--- config.mk ---
export PLATFORM = sky130hd
export DESIGN_NAME = i2c_cmd_sequencer
export DESIGN_NICKNAME = d
export VERILOG_FILES = /design/src/rtl/i2c_cmd_sequencer.sv
export SDC_FILE = /design/constraint.sdc
export NUM_CORES = 1
export LEC_CHECK = 0
export ABC_AREA = 1
export ABC_CLOCK_PERIOD_IN_PS = 3700
export BUFFER_PORTS_ARGS = -buffer_cell sky130_fd_sc_hd__buf_2
export CAP_MARGIN = 5
export CORE_MARGIN = 10
export CORE_UTILIZATION = 57
export CTS_CLUSTER_DIAMETER = 100
export DETAILED_ROUTE_END_ITERATION = 8
export PLACE_DENSITY = 0.79
export SLEW_MARGIN = 20
export SYNTH_ARGS = -nofsm -noshare
export SYNTH_HDL_FRONTEND = slang
export SYNTH_SLANG_ARGS = --single-unit
--- constraint.sdc ---
create_clock -name clk -period 3.7 [get_ports clk]
set_clock_uncertainty 0.15 [all_clocks]
set_input_delay 0.37 -clock clk [delete_from_list [all_inputs] [get_ports clk]]
set_output_delay 0.37 -clock clk [all_outputs]
set_load 0.005 [all_outputs]
--- src/rtl/i2c_cmd_sequencer.sv ---
// i2c_cmd_sequencer: queues host I2C byte commands, issues them one at
// a time to the I2C master controller and returns one response each.
module i2c_cmd_sequencer #(
  parameter int DEPTH   = 4,
  parameter int TIMEOUT = 1023
) (
  input  logic                   clk,
  input  logic                   rst,
  input  logic                   cmd_valid,
  output logic                   cmd_ready,
  input  logic [6:0]             cmd_addr,
  input  logic [7:0]             cmd_data,
  input  logic                   cmd_rw,
  output logic                   rsp_valid,
  input  logic                   rsp_ready,
  output logic [7:0]             rsp_data,
  output logic                   rsp_rw,
  output logic                   rsp_timeout,
  output logic [$clog2(DEPTH):0] fifo_count,
  output logic                   ctl_enable,
  output logic [6:0]             ctl_addr,
  output logic [7:0]             ctl_data_in,
  output logic                   ctl_rw,
  input  logic                   ctl_ready,
  input  logic [7:0]             ctl_data_out
);

  localparam int PW = $clog2(DEPTH);
  localparam int CW = PW + 1;
  localparam int TW = $clog2(TIMEOUT + 1);
  // Transition happens on the edge where the timer reaches TIMEOUT.
  localparam logic [TW-1:0] TLAST = TW'(TIMEOUT - 1);

  typedef enum logic [1:0] {
    S_IDLE,
    S_ISSUE,
    S_BUSY,
    S_RESP
  } state_t;

  logic [15:0]   mem_q [DEPTH];
  logic [PW-1:0] wr_ptr_q, wr_ptr_d;
  logic [PW-1:0] rd_ptr_q, rd_ptr_d;
  logic [CW-1:0] count_q, count_d;
  logic          push;
  logic          pop;
  logic [15:0]   head;

  state_t        state_q, state_d;
  logic [TW-1:0] timer_q, timer_d;
  logic          ctl_enable_q, ctl_enable_d;
  logic [6:0]    ctl_addr_q, ctl_addr_d;
  logic [7:0]    ctl_data_q, ctl_data_d;
  logic          ctl_rw_q, ctl_rw_d;
  logic          rsp_valid_q, rsp_valid_d;
  logic [7:0]    rsp_data_q, rsp_data_d;
  logic          rsp_rw_q, rsp_rw_d;
  logic          rsp_timeout_q, rsp_timeout_d;

  assign cmd_ready = (count_q < CW'(DEPTH));
  assign push      = cmd_valid & cmd_ready;
  assign head      = mem_q[rd_ptr_q];

  // Pop only when the controller is idle and no response is waiting.
  assign pop = (state_q == S_IDLE) & (count_q != '0)
             & ctl_ready & ~rsp_valid_q;

  // FIFO storage; contents need no reset since count gates reads.
  always_ff @(posedge clk) begin
    if (push) begin
      mem_q[wr_ptr_q] <= {cmd_rw, cmd_addr, cmd_data};
    end
  end

  // FIFO pointer and occupancy next-state.
  always_comb begin
    wr_ptr_d = wr_ptr_q;
    rd_ptr_d = rd_ptr_q;
    count_d  = count_q;
    if (push) begin
      wr_ptr_d = wr_ptr_q + PW'(1);
    end
    if (pop) begin
      rd_ptr_d = rd_ptr_q + PW'(1);
    end
    case ({push, pop})
      2'b10:   count_d = count_q + CW'(1);
      2'b01:   count_d = count_q - CW'(1);
      default: count_d = count_q;
    endcase
  end

  // FIFO pointer and occupancy registers.
  always_ff @(posedge clk or posedge rst) begin
    if (rst) begin
      wr_ptr_q <= '0;
      rd_ptr_q <= '0;
      count_q  <= '0;
    end else begin
      wr_ptr_q <= wr_ptr_d;
      rd_ptr_q <= rd_ptr_d;
      count_q  <= count_d;
    end
  end

  // Sequencer next-state: issue, wait for completion, respond.
  always_comb begin
    state_d       = state_q;
    timer_d       = timer_q;
    ctl_enable_d  = ctl_enable_q;
    ctl_addr_d    = ctl_addr_q;
    ctl_data_d    = ctl_data_q;
    ctl_rw_d      = ctl_rw_q;
    rsp_valid_d   = rsp_valid_q;
    rsp_data_d    = rsp_data_q;
    rsp_rw_d      = rsp_rw_q;
    rsp_timeout_d = rsp_timeout_q;
    unique case (state_q)
      S_IDLE: begin
        if (pop) begin
          ctl_rw_d     = head[15];
          ctl_addr_d   = head[14:8];
          ctl_data_d   = head[7:0];
          ctl_enable_d = 1'b1;
          timer_d      = '0;
          state_d      = S_ISSUE;
        end
      end
      S_ISSUE: begin
        timer_d = timer_q + TW'(1);
        if (!ctl_ready) begin
          // Controller left idle: drop enable so it ends with STOP.
          ctl_enable_d = 1'b0;
          timer_d      = '0;
          state_d      = S_BUSY;
        end else if (timer_q == TLAST) begin
          ctl_enable_d  = 1'b0;
          rsp_valid_d   = 1'b1;
          rsp_data_d    = 8'h00;
          rsp_rw_d      = ctl_rw_q;
          rsp_timeout_d = 1'b1;
          state_d       = S_RESP;
        end
      end
      S_BUSY: begin
        timer_d = timer_q + TW'(1);
        if (ctl_ready) begin
          rsp_valid_d   = 1'b1;
          rsp_data_d    = ctl_rw_q ? ctl_data_out : 8'h00;
          rsp_rw_d      = ctl_rw_q;
          rsp_timeout_d = 1'b0;
          state_d       = S_RESP;
        end else if (timer_q == TLAST) begin
          rsp_valid_d   = 1'b1;
          rsp_data_d    = 8'h00;
          rsp_rw_d      = ctl_rw_q;
          rsp_timeout_d = 1'b1;
          state_d       = S_RESP;
        end
      end
      S_RESP: begin
        if (rsp_ready) begin
          rsp_valid_d = 1'b0;
          state_d     = S_IDLE;
        end
      end
      default: begin
        state_d = S_IDLE;
      end
    endcase
  end

  // Sequencer state and registered outputs.
  always_ff @(posedge clk or posedge rst) begin
    if (rst) begin
      state_q       <= S_IDLE;
      timer_q       <= '0;
      ctl_enable_q  <= 1'b0;
      ctl_addr_q    <= '0;
      ctl_data_q    <= '0;
      ctl_rw_q      <= 1'b0;
      rsp_valid_q   <= 1'b0;
      rsp_data_q    <= '0;
      rsp_rw_q      <= 1'b0;
      rsp_timeout_q <= 1'b0;
    end else begin
      state_q       <= state_d;
      timer_q       <= timer_d;
      ctl_enable_q  <= ctl_enable_d;
      ctl_addr_q    <= ctl_addr_d;
      ctl_data_q    <= ctl_data_d;
      ctl_rw_q      <= ctl_rw_d;
      rsp_valid_q   <= rsp_valid_d;
      rsp_data_q    <= rsp_data_d;
      rsp_rw_q      <= rsp_rw_d;
      rsp_timeout_q <= rsp_timeout_d;
    end
  end

  assign fifo_count  = count_q;
  assign ctl_enable  = ctl_enable_q;
  assign ctl_addr    = ctl_addr_q;
  assign ctl_data_in = ctl_data_q;
  assign ctl_rw      = ctl_rw_q;
  assign rsp_valid   = rsp_valid_q;
  assign rsp_data    = rsp_data_q;
  assign rsp_rw      = rsp_rw_q;
  assign rsp_timeout = rsp_timeout_q;

endmodule

Word-level counts from Yosys, hierarchy flattened --
Memory sizes are Yosys's and may differ from the RTL's. A register that Yosys moved wholly into a read port is not among the register bits. Index checks and enable logic that the tools add are counted.
Cells by class: add/sub/neg operators 5, $lt $le $gt $ge 1, equality and inequality tests 10, muxes and demuxes 34, bitwise gates (word level) 5, reductions and logical operators 13
Operator list (number):
- two-way mux 8 bit | 4
- case mux 10 bit (3 select lines) | 1
- two-way mux 10 bit | 2
- case mux 8 bit (2 select lines) | 1
- two-way mux 1 bit | 15
- adder 10 x 1 -> 10 bit (second input constant) | 1
- == test 10 bit (second input constant) | 1
- two-way mux 2 bit | 5
- nonzero test 3 bit | 3
- case mux 2 bit (4 select lines) | 1
- AND reduction 2 bit | 4
- == test 2 bit (second input constant) | 3
- inequality test 2 bit (second input constant) | 3
- case mux 1 bit (2 select lines) | 3
- case mux 3 bit (2 select lines) | 1
- AND reduction 3 bit | 2
- nonzero test 2 bit | 3
- adder 2 x 1 -> 2 bit (second input constant) | 2
- AND 1 bit | 4
- == test 2 x 1 -> 1 bit (second input constant) | 2
- adder 3 x 1 -> 3 bit (second input constant) | 1
- < comparator 3 bit (second input constant) | 1
- inequality test 3 bit (second input constant) | 1
- case mux 1 bit (3 select lines) | 1
- 3 further kinds | 3
Word-level totals: bits in registers 31, memory bits (writable) 64, input bits 29, output and inout bits 32, word-level logic and storage cells 79, memories 1
Memory list:
- mem_q | words 4, bits a word 16, rd ports 1, clocked after memory_dff 1, write ports 1, RTL line 41 | logic [15:0] mem_q [DEPTH];

Depth between registers and ports, before layout --
Gate-level depths: netlist of the first run.
depth in word-level cells 6, gate-level depth with buffers 13

Worst setup path before layout of the first run --
No wires, ideal clock.
kind reg2reg, from register state_q[0], to register count_q[2] (netlist: fifo_count[2]), data arrival time 2.297 ns, required time 3.419 ns, path slack 1.123 ns, cell stages (with the launch flop) 14, path buffers 1, path through dfrtp_1 inv_1 ha_1 inv_1 nor2_2 nand2_4 inv_1 buf_2 ha_1 inv_1 fa_1 a21oi_1 o21ai_0 xor2_1
Between the ends: word-level cells in the longest chain between the ends 6
Ends and longest elaborated chain:
- from (decl) | RTL line 49 | state_t state_q, state_d;
- from (signal assigned) | RTL line 187 | state_q <= state_d;
- zero test 2 bit (*) | RTL line 65 | assign pop = (state_q == S_IDLE) & (count_q != '0)
- AND 1 bit (*) | RTL line 65
- AND 1 bit (*) (2 in series) | RTL line 66 | & ctl_ready & ~rsp_valid_q;
- named net pop | RTL line 46 | logic pop;
- == test 2 x 1 -> 1 bit or == test 2 bit (tied branches) | RTL line 86 | case ({push, pop})
- case mux 3 bit (2 select lines) or nonzero test 2 bit (tied branches)
- to (signal assigned) | RTL line 102 | count_q <= count_d;
- to (decl) | RTL line 44 | logic [CW-1:0] count_q, count_d;
Mark *: on every way through the listed nets, which the timed path passes. The rest lies on a longest branch. A chain may end at the register's enable or synchronous reset.

Worst setup path after layout of the first run --
from register state_q[0], to register count_q[2] (netlist: fifo_count[2])
Between the ends: word-level cells in the longest chain between the ends 6
Ends and longest elaborated chain (RTL line):
- zero test 2 bit (*) | 65
- AND 1 bit (*) | 65
- AND 1 bit (*) (2 in series) | 66
- == test 2 x 1 -> 1 bit or == test 2 bit (tied branches) | 86
- case mux 3 bit (2 select lines) or nonzero test 2 bit (tied branches)
Mark *: on every way between the ends. The rest lies on a longest branch, timed or not.

==> flow_summary.ini, run 1 <==
[timing]
maxSlewViolCount = 0
fin_crit_sh_pct = 71.1
rsz0062_at_grt = false
fmax_ghz = 0.380
finalHoldViolCount = 0
worst_slew_pin_slew_ps = 985
tns_ps = 0
max-slew-margin-rel_pct = 34.2
hold_ws_ps = 44.8
finalSetupViolCount = 0
finalCriticalPeriod_ps = 2630
finalWorstSetupSlack_ps = 1070

[worst_setup_path]
cp_common_cell = inv_1
crit_chain = inv_1 > ha_1 > inv_1 > nor2_2 > nand2_4 > inv_1 > ha_1 > inv_1 > fa_1 > a21oi_1 > o21ai_0 > xor2_1
cpPeakStageDelay_ps = 410
crit_path_end_kind = flip-flop
critical_path_arrival_ps = 2740
required_ps = 3810
start_kind = flip-flop
criticalPathCategory = flip-flop to flip-flop
crit_path_max_fanout = 19
slowest_stage = dfrtp_1

[placed_design]
place_ws_ps = 1060
io_buffers = 60
gp_congestion = 0.864
dp_hpwl_mm = 6.54

[hold_path]
hold_class = input port to flip-flop

[clock_network]
clock_latency_ps = 380
clock_sinks = 111
cts_resized = 0
htree_num_levels = 3
cts-buffers-inserted = 9
cts_setup_buffers = 0
clockBufferDepth = 2
cts.clk_slew.worst_paths_ps = 110
cts_root_buffer = clkbuf_8
cts_tree = done
cts_hold_buf = 0

[grt]
grt_use_total_pct = 15.4
grt.overflow.total = 0
grt_max_degree = 48
antenna_found_initial = 0
grt_pass1_vias = 3270
grt_pass1_wl_mm = 15.8

[floorplan]
start_util_pct = 58.1
fp.dieH_um = 111
die_area_sq_um = 12400
core-area_sq_um = 8180
row_count = 33
pin_count = 61
die_x_um = 111

[finish]
drive_gt1_share_pct = 17.0
syn2layout_area_growth_pct = 12.6
fillers = 621
layout.nets = 557
num_antenna_cells = 0
multi_input_area_sq_um = 1420
register_area_sq_um = 3100

[synth]
ys_types = 30
ys_warn_count = 0
syn_inst = 452
synth_seq_cells = 111
synth_area_sq_um = 4750
syn_avg_cell_area_sq_um = 10.5
syn_nets = 495
yosysSeqAreaShare_pct = 65.2

[power]
peakVddDrop_mv = 0.366
p_leak_nw = 2.43
fin_total_pwr_mw = 3.77
p_per_area_nw_per_um2 = 705

[status]
outcome = finished, final reports clean

[routing]
firstDrtPassIters = 4
vias_per_cell = 5.24
vias = 3271
drt_iter0_markers = 225
wirelength_mm = 9.41
drc = 0
wl_per_cell_um = 15.1
ant_nets = 0

[flow_run]
max_cap_viol_count = 0
[final timing paths]
| path | from | end | slack, ps | cells past startpoint |
|---|---|---|---|---|
| min | cmd_data[5] | mem_q[2][5] | 40 | 1 |
| max in group asynchronous | rst | timer_q[5] | 2780 | 2 |
| max reg2reg | state_q[0] | fifo_count[2] | 1070 | 12 |
| max | state_q[0] | fifo_count[2] | 1070 | 12 |
| min in group asynchronous | rst | rsp_data[0] | 50 | 2 |
| min reg2reg | ctl_data_in[3] | ctl_data_in[3] | 350 | 2 |
[where the power goes]
part           switching, mW  total [mW]  internal (mW)
Sequential             0.194        1.79           1.59
Combinational          0.805        1.30          0.492
Clock                  0.422       0.687          0.264
Total                   1.42        3.77           2.35
[synthesized netlist by cell type]
library cell / number / share of area (%)
inv_1: 46 / 3.6
nand3b_2: 1 / 0.24
o21ai_1: 1 / 0.11
clkinv_1: 1 / 0.079
o22ai_1: 1 / 0.13
a21oi_4: 1 / 0.34
xnor2_1: 1 / 0.18
xor2_1: 3 / 0.55
nand3_1: 27 / 2.8
nand4_1: 2 / 0.26
o21ai_0: 25 / 2.6
buf_2: 3 / 0.32
nor3_1: 1 / 0.11
nand2_2: 1 / 0.13
o32ai_1: 15 / 2.8
mux2i_1: 1 / 0.21
a21oi_1: 8 / 0.84
nand2_4: 2 / 0.47
o31ai_1: 1 / 0.16
nand3b_1: 1 / 0.16
fa_1: 1 / 0.42
nor2_1: 74 / 5.8
edfxtp_1: 64 / 40
nor2_2: 1 / 0.13
ha_1: 13 / 3.4
o211ai_1: 1 / 0.16
nand2_1: 97 / 7.7
dfrtp_1: 47 / 25
buf_4: 1 / 0.16
clkbuf_1: 11 / 0.87
[flip-flops by register name (all words and copies together) (netlist names), 2 cells and up]
register     cells
mem_q           64
rd_ptr_q         2
ctl_addr         7
ctl_data_in      8
state_q          2
timer_q         10
wr_ptr_q         2
rsp_data         8
fifo_count       3
[cell families after synthesis]
group,share of synthesized area (%)
and+or+nand+nor,17.8
DFF,65.2
buffers and inverters,5.05
AOI/OAI and AO/OA,7.13
adders and majority gates,3.84
xor gates and xnor gates,0.737
muxes,0.211
[placed cells by master (no fill, tap or decap), types with 13 or more instances in the layout]
cell and n:
inv_1 45, ha_1 13, nor2_1 74, nand2_1 97, dfrtp_1 47, buf_2 60
o32ai_1 15, o21ai_0 25, nand3_1 27, edfxtp_1 64
[metrics by stage]
step | utilization [%] | cell area, sq um | instances
finish | 65.5 | 5350 | 624
global route | 65.5 | 5350 | 624
CTS | 65.5 | 5350 | 624
detailed placement | 63.2 | 5170 | 608
global placement | 63.2 | 5170 | 608
floorplan | - | 4750 | 452
[worst max-delay path, delay by kind of cell, from the launching register on]
family	cells	cell delay (ps)
buffers and inverters	4	410
AO/OA/AOI/OAI	2	250
flip-flops	1	410
AND/OR/NAND/NOR	2	320
XOR/XNOR	1	150
adder cells (fa/ha/maj)	3	840
[metal layers]
layer  vias to the layer above  GRT usage, %  share of wire [%]
met3                         7          4.60                6.6
met1                      1548          19.3                 44
li1                       1621             -                  -
met4                         0          4.37               0.91
met5                         -             0                  0
met2                        95          25.2                 48
[final cells by class]
cell class | instances | area share (%)
Inverter | 47 | 3.30
Multi-Input combinational cell | 279 | 26.4
Clock inverter | 6 | 1.10
Timing Repair Buffer | 66 | 6.45
Tap cell | 105 | 2.45
Sequential cell | 111 | 57.9
Clock buffer | 10 | 2.38
Power figures use the tool's default switching activity.
==> run 2: changes to the inputs <==
--- a/config.mk
+++ b/config.mk
@@ -6,14 +6,14 @@
 export NUM_CORES = 1
 export LEC_CHECK = 0
 export ABC_AREA = 1
-export ABC_CLOCK_PERIOD_IN_PS = 3700
+export ABC_CLOCK_PERIOD_IN_PS = 2250
 export BUFFER_PORTS_ARGS = -buffer_cell sky130_fd_sc_hd__buf_2
 export CAP_MARGIN = 5
 export CORE_MARGIN = 10
-export CORE_UTILIZATION = 57
+export CORE_UTILIZATION = 52
 export CTS_CLUSTER_DIAMETER = 100
 export DETAILED_ROUTE_END_ITERATION = 8
-export PLACE_DENSITY = 0.79
+export PLACE_DENSITY = 0.76
 export SLEW_MARGIN = 20
 export SYNTH_ARGS = -nofsm -noshare
 export SYNTH_HDL_FRONTEND = slang
==> constraint.sdc (replaced) <==
create_clock -name clk -period 2.25 [get_ports clk]
set_clock_uncertainty 0.15 [all_clocks]
set_input_delay 0.225 -clock clk [delete_from_list [all_inputs] [get_ports clk]]
set_output_delay 0.225 -clock clk [all_outputs]
set_load 0.005 [all_outputs]
==> run 2 against run 1 <==
Effect of this change:
- final area grew 7.2%
- via count grew 3.1%
- non-clock buffer count grew 37
- worst hold slack gained 58 ps
- wire length grew 5.3%
- highest routed layer unchanged
==> flow_summary.ini, run 2 (synthesized netlist as in run 1, its figures left out) <==
[status]
outcome = finished, final reports clean

[worst_setup_path]
crit_path_end_kind = flip-flop
required_ps = 2340
critical_path_arrival_ps = 2240
start_kind = flip-flop
crit_path_max_fanout = 5
criticalPathCategory = flip-flop to flip-flop

[clock_network]
clock_latency_ps = 360
cts.clk_slew.worst_paths_ps = 100
cts-buffers-inserted = 9
htree_num_levels = 3
cts_root_buffer = clkbuf_8
clockBufferDepth = 2
clock_sinks = 111
cts_resized = 0
cts_tree = done

[routing]
ant_nets = 0
vias = 3371
drc = 0
vias_per_cell = 5.08
wl_per_cell_um = 14.9
firstDrtPassIters = 4
wirelength_mm = 9.91
drt_iter0_markers = 215

[timing]
fmax_ghz = 0.466
finalHoldViolCount = 0
worst_slew_pin_slew_ps = 493
finalSetupViolCount = 0
finalCriticalPeriod_ps = 2150
maxSlewViolCount = 0
hold_ws_ps = 103
max-slew-margin-rel_pct = 67.1
fin_crit_sh_pct = 95.4
finalWorstSetupSlack_ps = 103

[placed_design]
dp_hpwl_mm = 6.52
place_area_sq_um = 5250
dp.cells = 618
gp_congestion = 0.849
io_buffers = 60
place_ws_ps = 78.8

[power]
power_frac_comb_pct = 36.6
peakVddDrop_mv = 0.460
p_switching_mw = 2.32
p_per_area_nw_per_um2 = 1120
switching_share_pct = 36.2
clockPowerShare_pct = 18.3
p_int_mw = 4.09
fin_total_pwr_mw = 6.41
seq_power_share_pct = 45.1
p_leak_nw = 2.59

[grt]
grt_pass1_wl_mm = 16.6
grt_use_total_pct = 15.4
grt_pass1_vias = 3348
antenna_found_initial = 0
grt.overflow.total = 0
grt_max_degree = 40

[finish]
final_common_cell = nand2_1
num_antenna_cells = 0
top_register = mem_q
layout.nets = 594
fillers = 672
instances_no_fill = 664
reg_top3 = mem_q x64, timer_q x10
drive_gt1_share_pct = 19.1
final_cell_mix = nand2_1 (97), nor2_1 (74), edfxtp_1 (64)
design_area_sq_um = 5740
largest_reg_flops = 64
syn2layout_area_growth_pct = 20.7

[floorplan]
fp.dieH_um = 116
pin_count = 61
die_x_um = 116
core-area_sq_um = 8810
start_util_pct = 54.0
row_count = 34
die_area_sq_um = 13400

[flow_run]
max_cap_viol_count = 0

[hold_path]
hold_class = input port to flip-flop
-- run 2: cell types whose count changed in the layout (fill, tap and decap cells not counted), moves of 5 or more --
cell / delta
buf_4: +11
inv_2: +5
dlygate4sd3_1: +26
inv_1: -5
-- run 2: critical path, stage by stage (launching register included) --
cell and delay, ps:
dfrtp_1 430, inv_2 130, ha_4 180, inv_2 40
nor2_2 110, nand2_4 60, inv_2 70, ha_4 120
inv_2 50, fa_2 360, a21oi_1 130, o21ai_1 90
xor2_1 140
-- run 2: per-layer routing --
layer / wire [um] / global-route usage [%] / part of all wire (%) / vias up
li1: - / - / - / 1698
met1: 4540 / 20.2 / 46 / 1595
met2: 4850 / 25.7 / 49 / 71
met3: 439 / 2.58 / 4.4 / 7
met4: 89 / 4.59 / 0.90 / 0
met5: 0 / 0 / 0 / -
-- run 2: layout make-up --
cell class              count  area [sq um]  share of cell area (%)
flip-flops and latches    111          3100                    54.0
clock buffers              10           128                    2.22
repair buffers            103           688                    12.0
inverters                  47           176                    3.08
multi-input cells         279          1440                    25.1
well taps                 108           135                    2.36
clock inverters             6          68.8                    1.20
-- run 2: path summary, 6_finish.rpt --
check | start | end | slack (ps) | cells after the start
setup / recovery | state_q[0] | fifo_count[2] | 100 | 12
hold / removal | ctl_ready | ctl_enable | 100 | 5
setup reg to reg | state_q[0] | fifo_count[2] | 100 | 12
hold reg to reg | ctl_addr[3] | ctl_addr[3] | 340 | 2
max in group asynchronous | rst | rsp_timeout | 1050 | 4
min in group asynchronous | rst | ctl_data_in[7] | 170 | 3
-- run 2: repair_timing --
action,4_1_cts,5_1_grt
hold endpoints to repair,81,0
hold buffers,26,0
setup buffers,0,4
endpoints found under the setup margin,0,1
-- run 2: power by group through the flow --
stage                     Clock (mW)  Combinational (mW)  Sequential, mW
after CTS                       1.20                2.34            2.89
after global routing            1.28                2.63            2.95
after detailed placement           0                2.29            2.93
final                           1.17                2.35            2.89
after floorplan                    0                1.51            2.89
after global placement             0                2.21            2.92
-- run 2: through the flow --
step / utilization [%] / setup TNS (ps)
finish: 65.1 / 0
detailed placement: 59.6 / 0
global route: 65.1 / -13.2
global placement: 59.6 / 0
floorplan: - / 0
CTS: 64.8 / 0
